<file path="src/rtl/onehot_decoder_seq.sv">
// Registered binary-to-one-hot decoder with two modes: direct decode via a
// valid/ready handshake, or scan mode that walks one active bit with a programmable dwell.
module onehot_decoder_seq #(
    parameter int SEL_W   = 4,
    parameter int OUT_W   = 2**SEL_W,
    parameter int DWELL_W = 8
) (
    input  logic               clk,
    input  logic               rst,
    input  logic               enable,
    input  logic               mode,
    input  logic               in_valid,
    output logic               in_ready,
    input  logic [SEL_W-1:0]   in,
    input  logic [DWELL_W-1:0] dwell,
    output logic [OUT_W-1:0]   out,
    output logic               out_valid,
    output logic [SEL_W-1:0]   sel_q,
    output logic               wrap
);

    typedef enum logic [1:0] {IDLE, DIRECT, SCAN} state_t;

    state_t             state, state_d;
    logic [DWELL_W-1:0] cnt, cnt_d;
    logic [SEL_W-1:0]   sel_d;
    logic               valid_d;
    logic               wrap_d;
    logic [OUT_W-1:0]   out_d;

    always_ff @(posedge clk or posedge rst) begin
        if (rst) begin
            state     <= IDLE;
            cnt       <= '0;
            sel_q     <= '0;
            out_valid <= 1'b0;
            out       <= '0;
            wrap      <= 1'b0;
        end else begin
            state     <= state_d;
            cnt       <= cnt_d;
            sel_q     <= sel_d;
            out_valid <= valid_d;
            out       <= out_d;
            wrap      <= wrap_d;
        end
    end

    // enable dominates; otherwise mode alone selects the active state.
    always_comb begin
        state_d = state;
        if (!enable)
            state_d = IDLE;
        else if (mode)
            state_d = SCAN;
        else
            state_d = DIRECT;
    end

    assign in_ready = (state == DIRECT) && enable && !mode;

    always_comb begin
        sel_d   = sel_q;
        valid_d = out_valid;
        cnt_d   = cnt;
        wrap_d  = 1'b0;
        case (state_d)
            IDLE: begin
                valid_d = 1'b0;
                cnt_d   = '0;
            end
            DIRECT: begin
                cnt_d = '0;
                if (in_ready && in_valid) begin
                    sel_d   = in;
                    valid_d = 1'b1;
                end
            end
            SCAN: begin
                if (state != SCAN) begin
                    sel_d   = '0;
                    valid_d = 1'b1;
                    cnt_d   = '0;
                end else if (cnt >= dwell) begin
                    cnt_d  = '0;
                    sel_d  = sel_q + 1'b1;
                    wrap_d = &sel_q;
                end else begin
                    cnt_d = cnt + 1'b1;
                end
            end
            default: begin
                valid_d = 1'b0;
                cnt_d   = '0;
            end
        endcase
        // out is derived from the next-state index so the one-hot invariant holds by construction.
        out_d = valid_d ? ({{(OUT_W-1){1'b0}}, 1'b1} << sel_d) : '0;
    end

endmodule

</file>
<file path="config.mk">
export PLATFORM = sky130hd
export DESIGN_NAME = onehot_decoder_seq
export DESIGN_NICKNAME = d
export VERILOG_FILES = /design/src/rtl/onehot_decoder_seq.sv
export SDC_FILE = /design/constraint.sdc
export NUM_CORES = 1
export LEC_CHECK = 0
export CORE_ASPECT_RATIO = 1.25
export CORE_MARGIN = 1.5
export CORE_UTILIZATION = 50
export DETAILED_ROUTE_END_ITERATION = 8
export HOLD_SLACK_MARGIN = 0.05
export PLACE_DENSITY = 0.79
export REMOVE_ABC_BUFFERS = 1
export SYNTH_ARGS = -nofsm -noshare
export SYNTH_HDL_FRONTEND = slang
export SYNTH_SLANG_ARGS = --single-unit
</file>
<file path="constraint.sdc">
create_clock -name clk -period 2.9 [get_ports clk]
set_clock_uncertainty 0.2 [all_clocks]
set_input_delay 0.725 -clock clk [delete_from_list [all_inputs] [get_ports clk]]
set_output_delay 0.725 -clock clk [all_outputs]
set_load 0.03 [all_outputs]
</file>
Word-level counts from Yosys, hierarchy flattened --
Cells that the tools add are included.
Cells by class: add/sub/neg operators 2, $mul 0, divide/modulo/power cells 0, $lt $le $gt $ge 1, eq/ne operators 4, shifts and indexed selects 1, multiplexer cells 16, bitwise operators 0, reduce and logical (&&, ||, !) cells 5
Operators by type and width (count):
- 2-to-1 mux 8 bit | 3
- 2-to-1 mux 16 bit | 1
- left shift 1 x 4 -> 16 bit (first input constant) | 1
- 2-to-1 mux 4 bit | 3
- adder 8 x 1 -> 8 bit (second input constant) | 1
- greater-or-equal comparator 8 bit | 1
- one-hot mux 4 bit (2 select lines) | 1
- 2-to-1 mux 1 bit | 5
- adder 4 x 1 -> 4 bit (second input constant) | 1
- == test 2 x 1 -> 1 bit (second input constant) | 2
- 2-to-1 mux 2 bit | 2
- AND reduction 4 bit | 1
- logical AND 1 bit | 3
- == test 2 bit (second input constant) | 1
- != test 2 bit (second input constant) | 1
- one-hot mux 1 bit (2 select lines) | 1
- zero test 1 bit | 1
Word-level totals: register bits after elaboration 32, latch bits 0, RAM bits 0, memory bits (read-only) 0, bits of input ports 17, output and inout port bits 23, logic and storage cells 35, memories kept 0

Logic depth before layout (Yosys ltp) --
depth in word-level cells 8, mapped depth 11, gate-level depth less buffers 10

Worst setup path after synthesis --
OpenSTA, ideal clock, no wires.
path kind input to output, start point input port mode, end point output port in_ready, data arrival time 1.772 ns, required time 1.975 ns, slack 0.203 ns, stages 2, cells stage by stage buf_4 > nor4_1
Between the ends: cells in the longest elaborated chain, start to end 2
Ends and longest elaborated chain:
- from (decl) | RTL line 11 | input logic mode,
- zero test 1 bit | RTL line 60 | assign in_ready = (state == DIRECT) && enable && !mode;
- logical AND 1 bit | RTL line 60
- to (decl) | RTL line 13 | output logic in_ready,
Every way passes these cells.

Worst setup path in the final report --
start point input port dwell[1], end point register out[5]
Between the ends: cells in the longest elaborated chain, start to end 6
Ends and longest elaborated chain:
- from (decl) | RTL line 15 | input logic [DWELL_W-1:0] dwell,
- greater-or-equal comparator 8 bit | RTL line 84 | end else if (cnt >= dwell) begin
- 2-to-1 mux 4 bit | RTL line 84
- 2-to-1 mux 4 bit | RTL line 80 | if (state != SCAN) begin
- one-hot mux 4 bit (2 select lines) | RTL line 67 | case (state_d)
- left shift 1 x 4 -> 16 bit | RTL line 98 | out_d = valid_d ? ({{(OUT_W-1){1'b0}}, 1'b1} << sel_d) : '0;
- 2-to-1 mux 16 bit | RTL line 98
- named net out_d[5] | RTL line 29 | logic [OUT_W-1:0] out_d;
- to (signal assigned) | RTL line 44 | out <= out_d;
- to (decl) | RTL line 16 | output logic [OUT_W-1:0] out,
The timed path passes the listed nets, and every way through them passes these cells.

==> flow_summary.json <==
{
  "status": "completed",
  "grt_overflow_total": 0,
  "cts_buffer_depth": 2,
  "synth-edff-count": 0,
  "power_density_nw_per_um2": 545,
  "ys_types": 47,
  "fmax_mhz": 345,
  "cts-root-buf": "clkbuf_8",
  "wire_per_inst_um": 19.4,
  "placed_cell_area_um2": 2330,
  "num-nets-final": 268,
  "synthToLayoutAreaGrowth_pct": 63.0,
  "yosys.area.top_type_share": 0.442,
  "grt_use_total": 0.273,
  "p_sw_mw": 0.529,
  "ys_warn_count": 0,
  "p_sw_frac": 0.329,
  "yosys-top-cells-area": "dfrtp_1, nor3_2, ha_1",
  "totalWireLength_um": 5450,
  "synth_seq_area_share": 0.442,
  "synth_seq_cells": 32,
  "htree_levels": 2,
  "max_slew.worst_pin.slew_ns": 0.521,
  "setup_tns_ns": 0,
  "final_common_cell": "dfrtp_1",
  "start_util": 0.520,
  "critPathLaunchType": "input port",
  "max_slew_margin": 0.652,
  "setup_violations": 0,
  "antenna_found_initial": 0,
  "dp_cells": 255,
  "fin_crit_sh": 1.00,
  "layout_min_cycle_time_ns": 2.90,
  "drc_errors": 0,
  "core_um2": 3480,
  "ys.flop_type": "dfrtp_1",
  "n_antenna_cell": 0,
  "fin_util": 0.847,
  "cts_sinks": 32,
  "io_buffer_count": 39,
  "drv_cap": 0,
  "drive_gt1_frac": 0.409,
  "dpl.hpwl_um": 3060,
  "hold-worst-slack_ns": 0.356,
  "firstDrtPassIters": 4,
  "cp_max_fo": 4,
  "cts_tree": "yes",
  "avgSynthCellArea_um2": 10.8,
  "final_area_um2": 2950,
  "grt_max_degree": 33,
  "pwr-share-comb": 0.383,
  "end_kind": "flop",
  "first_iter_violations": 109,
  "peakVddDrop_mv": 0.505,
  "ant_nets": 0,
  "num_io_pins": 40,
  "die_w_um": 56.8,
  "async_reset_ff_frac": 1.00,
  "cts_hold_buf": 0,
  "clkPwrFrac": 0.295,
  "crit_required_ns": 2.91,
  "numCtsBuffers": 5,
  "fin_cells": 281,
  "final_cell_mix": "dfrtp_1, clkdlybuf4s50_1, buf_4",
  "internal_power_mw": 1.08,
  "yosys.area.top_type": "dfrtp_1",
  "rows": 24,
  "viasPerCell": 5.65,
  "syn_area_um2": 1810,
  "grt_pass1_wl_um": 8240,
  "hold_viol_final": 0,
  "clock_latency_ns": 0.29,
  "die_area_um2": 3990,
  "path_clk_slew_ns": 0.06,
  "synthCells": 167,
  "die_h_um": 70.3,
  "gp_congestion": 0.906,
  "crit_type": "in -> reg",
  "finalMaxSlewViolations": 0,
  "cp_data_arrival_time_ns": 2.91,
  "power_leakage_nw": 1.33,
  "p_seq_frac": 0.322,
  "hold_path.class": "reg -> reg",
  "grt_pass1_vias": 1745,
  "vias": 1589
}
-- stage by stage --
step	worst slack, ns	total power [mW]
after detailed placement	-0.420	0.942
after floorplan	0.104	0.770
final	0.000439	1.61
after global routing	-0.0764	1.67
after CTS	0.0205	1.53
after global placement	-0.276	0.932
-- power groups by stage --
stage          clock (mW)  combinational, mW  sequential, mW
2_1_floorplan           0              0.194           0.575
3_3_place_gp            0              0.410           0.522
3_5_place_dp            0              0.419           0.523
4_1_cts             0.477              0.534           0.517
5_1_grt             0.498              0.646           0.522
6_report            0.475              0.616           0.518
-- critical path: stages --
cell and delay [ns]:
dlygate4sd2_1 0.25, inv_2 0.07, ha_4 0.19, nor2b_1 0.13
o211ai_1 0.22, buf_4 0.18, a31oi_4 0.11, buf_6 0.14
or3_4 0.34, a31oi_4 0.27, nand2_4 0.12, nor3_4 0.17
-- cells in the mapped netlist, drive strengths merged, types with 4 or more instances --
cell type / number
ha: 10
nor3: 19
dfrtp: 32
nand3: 7
nand2: 10
nand2b: 4
a31oi: 4
a21oi: 8
xor2: 5
nor2: 12
and3: 4
buf: 4
inv: 19
-- final timing paths --
check / from / to / slack, ns / cells after the start
min in group asynchronous: rst / out[9] / 0.64 / 3
max in group asynchronous: rst / out[15] / 1.56 / 3
worst min register to register: cnt[0] / cnt[0] / 0.36 / 1
worst min-delay path: cnt[0] / cnt[0] / 0.36 / 1
worst max register to register: cnt[1] / out[5] / 0.20 / 10
worst max-delay path: dwell[1] / out[5] / 0.0004 / 12
-- state kept, by name, summed over array words and instances (netlist names) --
name,flops
state,2
out,16
cnt,8
out_valid,1
wrap,1
sel_q,4
-- cell type report --
cell class / instances / area, um^2
multi-input combinational: 112 / 1130
inverter: 19 / 93.8
tap: 39 / 48.8
clock buffer: 7 / 96.3
fill: 156 / 533
clock inverter: 1 / 30.0
timing repair buffer: 71 / 753
sequential: 32 / 801
-- kinds of logic after synthesis --
group,count (synthesis),synth area share
AND/OR/NAND/NOR,67,0.258
flip-flops,32,0.442
AO/OA/AOI/OAI,27,0.117
buffers and inverters,23,0.0726
adder cells (fa/ha/maj),10,0.0691
XOR/XNOR,6,0.0290
multiplexers,2,0.0111
-- layer usage --
layer  track usage  wire length, um
met5             0                0
met3        0.0537              180
met1         0.320             2030
met2         0.474             3020
met4         0.129              220
-- timing repair --
action | 4_1_cts | 5_1_grt
cloned | 1 | 0
setup endpoints to repair | 15 | 16
resized for setup | 42 | 24
setup buffers | 11 | 7
pin swaps | 18 | 26
Note: power is estimated with default switching activity, not from simulation.
==> RTL change (config.mk and constraints unchanged) <==
`DWELL_W`: 8 -> 12.
--- a/src/rtl/onehot_decoder_seq.sv
+++ b/src/rtl/onehot_decoder_seq.sv
@@ -3,7 +3,7 @@
 module onehot_decoder_seq #(
     parameter int SEL_W   = 4,
     parameter int OUT_W   = 2**SEL_W,
-    parameter int DWELL_W = 8
+    parameter int DWELL_W = 12
 ) (
     input  logic               clk,
     input  logic               rst,
Interface: changed (resized dwell); port bits go from 40 to 44. No check against the original RTL was run, so the function may have changed too.
==> RTL change against the original RTL <==
- the flow now finishes with violations (setup timing)
- cell area increased by 9.1%
- first-iteration DRC count fell by 36%
- synthesized area up 6.8%
- wire length up 19%
- cell count up 11%
- sequential cell count rose by 4
- critical path depth down 2
- register-to-register slack worse by 0.29 ns
- setup slack worse by 0.12 ns
Power is not compared: it rests on default switching activity, and its combinational part moved more than twofold at a synthesized area within 25%.
==> RTL change: results (changes against the original RTL) <==
Outcome
  • Outcome: finished, violations left
  • Failing checks: setup timing

Critical path
  • Delay-heaviest family, CP: buffers and inverters
  • Data arrival, critical path: 3.01 ns (+0.10 ns)
  • Largest stage delay on the critical path: 0.47 ns (+0.13 ns)
  • Slowest cell on crit path: clkdlybuf4s50_1
  • CP Max Fanout: 9 (+5)

Clock tree
  • CTS Buffer Depth: 2 (unchanged)
  • Clk_lat worst skew: ~0.30 ns
  • CTS buffer count: 5 (unchanged)
  • Htree depth: 2 (unchanged)
  • Clock Pin Slew Worst Setup and Hold Paths: around 0.07 ns

Timing
  • Worst slew margin: 0.698 (+0.0463)
  • Final WS setup: -0.115 ns (-0.115 ns)
  • Final setup viols: 14 (+14)

Synthesis
  • Predominant post-synthesis flop cell: dfrtp_1
  • Mux cell area share after synthesis: 0.0110 (-0.0000541)
  • Adder-cell share of the synthesized area: 0.0906 (+0.0215)
  • Area share of xor/xnor cells in the synthesized design: 0.0453 (+0.0163)
  • Yosys warns: 0 (unchanged)
  • Share of flip-flops with an asynchronous set or reset: 1.00 (unchanged)
  • Compound-gate portion of the synthesized area: 0.128 (+0.0107)
  • Area contributors post-synth: dfrtp_1 47%, ha_1 9.1%, nor4_1 5.2%
  • Seq/Total Area, Yosys: 0.466 (+0.0237)
  • Netlist cell types: 42 (-11%)
  • Commonest cells in the netlist: 36 x dfrtp_1, 19 x inv_1, 16 x nor4_1

Layout
  • Top Registers: out (16), cnt (12), sel_q (4)
  • Layout fillers: 180 (+15%)
  • Layout cells sized above 1: 0.432 (+0.0226)
  • Final layout net count: 305 (+14%)

Global route
  • Vias in the first global route: 1,854 (+6.2%)
  • Antenna violations before repair: 0 (unchanged)
  • GR Util All Layers: 0.291 (+0.0173)
  • Pin count of the biggest net entering global routing: 37 (+12%)
  • First-pass GRT wire length: 9050 µm (+9.9%)
  • M1 GR Usage: 0.329 (+0.00875)
  • M3 GR Usage: 0.0446 (-0.00914)
  • Met2 GRT Util: 0.532 (+0.0577)

Placement
  • Hpwl dp: 3170 µm (+3.5%)
  • I/O Buffers: 43 (+10%)
  • Routability cong.: 0.875 (-3.4%)

Power and ir drop
  • Leakage power: about 1.4 nW
  • Worst VDD drop: around 0.0004 V

Drt
  • WL per Instance: 20.8 µm (+7.1%)
  • Drt first pass iters: 4 (unchanged)
  • Vias per Instance: 5.94 (+5.1%)
  • Starting DRT DRC Count: 70 (-36%)

Min path
  • Worst min path class: reg2reg
-- RTL change: cell types whose count changed after synthesis, moves of 3 or more --
| cell | change |
|---|---|
| a21oi_1 | +6 |
| dfrtp_1 | +4 |
| ha_1 | +4 |
| nand2_1 | +3 |
| nor2_1 | +3 |
| nor3_2 | -16 |
| nor4_1 | +15 |
| o21ai_0 | +3 |
| xnor2_1 | +3 |
-- RTL change: layout make-up --
| cell class | instances | area [µm²] | area share |
|---|---|---|---|
| multi-input cells | 126 | 1340 | 0.417 |
| flip-flops and latches | 36 | 901 | 0.280 |
| repair buffers | 79 | 717 | 0.223 |
| inverters | 21 | 91.3 | 0.0284 |
| clock buffers | 5 | 68.8 | 0.0214 |
| well taps | 40 | 50.0 | 0.0155 |
| clock inverters | 3 | 42.5 | 0.0132 |
| repair inverters | 1 | 7.51 | 0.00233 |
-- RTL change: repair_timing --
action,in CTS,in global routing
gates cloned,1,0
buffers inserted,10,9
endpoints found under the setup margin,32,29
pin swaps,35,26
gates resized for setup,86,32
-- RTL change: report_power, final --
group | internal (mW) | switching, mW | total (mW)
combinational | 0.0926 | 0.124 | 0.217
sequential | 0.511 | 0.00957 | 0.520
clock | 0.254 | 0.189 | 0.444
total | 0.858 | 0.323 | 1.18
-- RTL change: metal layers --
| layer | part of all wire | wire length [µm] |
|---|---|---|
| met3 | 0.036 | 231 |
| met1 | 0.38 | 2420 |
| met5 | 0 | 0 |
| met4 | 0.046 | 297 |
| met2 | 0.54 | 3500 |
-- RTL change: cell families after synthesis --
logic type,count (synthesis)
adder cells (fa/ha/maj),14
AND/OR/NAND/NOR,69
flip-flops,36
buffers and inverters,25
XOR/XNOR,10
AO/OA/AOI/OAI,31
multiplexers,2
-- RTL change: final timing paths --
kind,start,endpoint,slack [ns],depth (start not counted)
max,mode,out[15]$_DFF_PP0_,-0.11,10
min in group asynchronous,rst,cnt[10]$_DFF_PP0_,0.62,3
max reg2reg,cnt[9]$_DFF_PP0_,out[10]$_DFF_PP0_,-0.09,10
max in group asynchronous,rst,cnt[0]$_DFF_PP0_,1.56,3
min reg2reg,cnt[0]$_DFF_PP0_,cnt[0]$_DFF_PP0_,0.32,1
min,cnt[0]$_DFF_PP0_,cnt[0]$_DFF_PP0_,0.32,1
-- RTL change: stage by stage --
step	TNS (ns)	area, µm²	instances	setup slack [ns]
floorplan	-2.73	1910	183	-0.185
global placement	-20.32	2530	286	-0.808
detailed placement	-23.80	2530	286	-0.914
CTS	-0.109	3040	304	-0.105
global route	-2.00	3220	311	-0.201
finish	-0.784	3220	311	-0.115
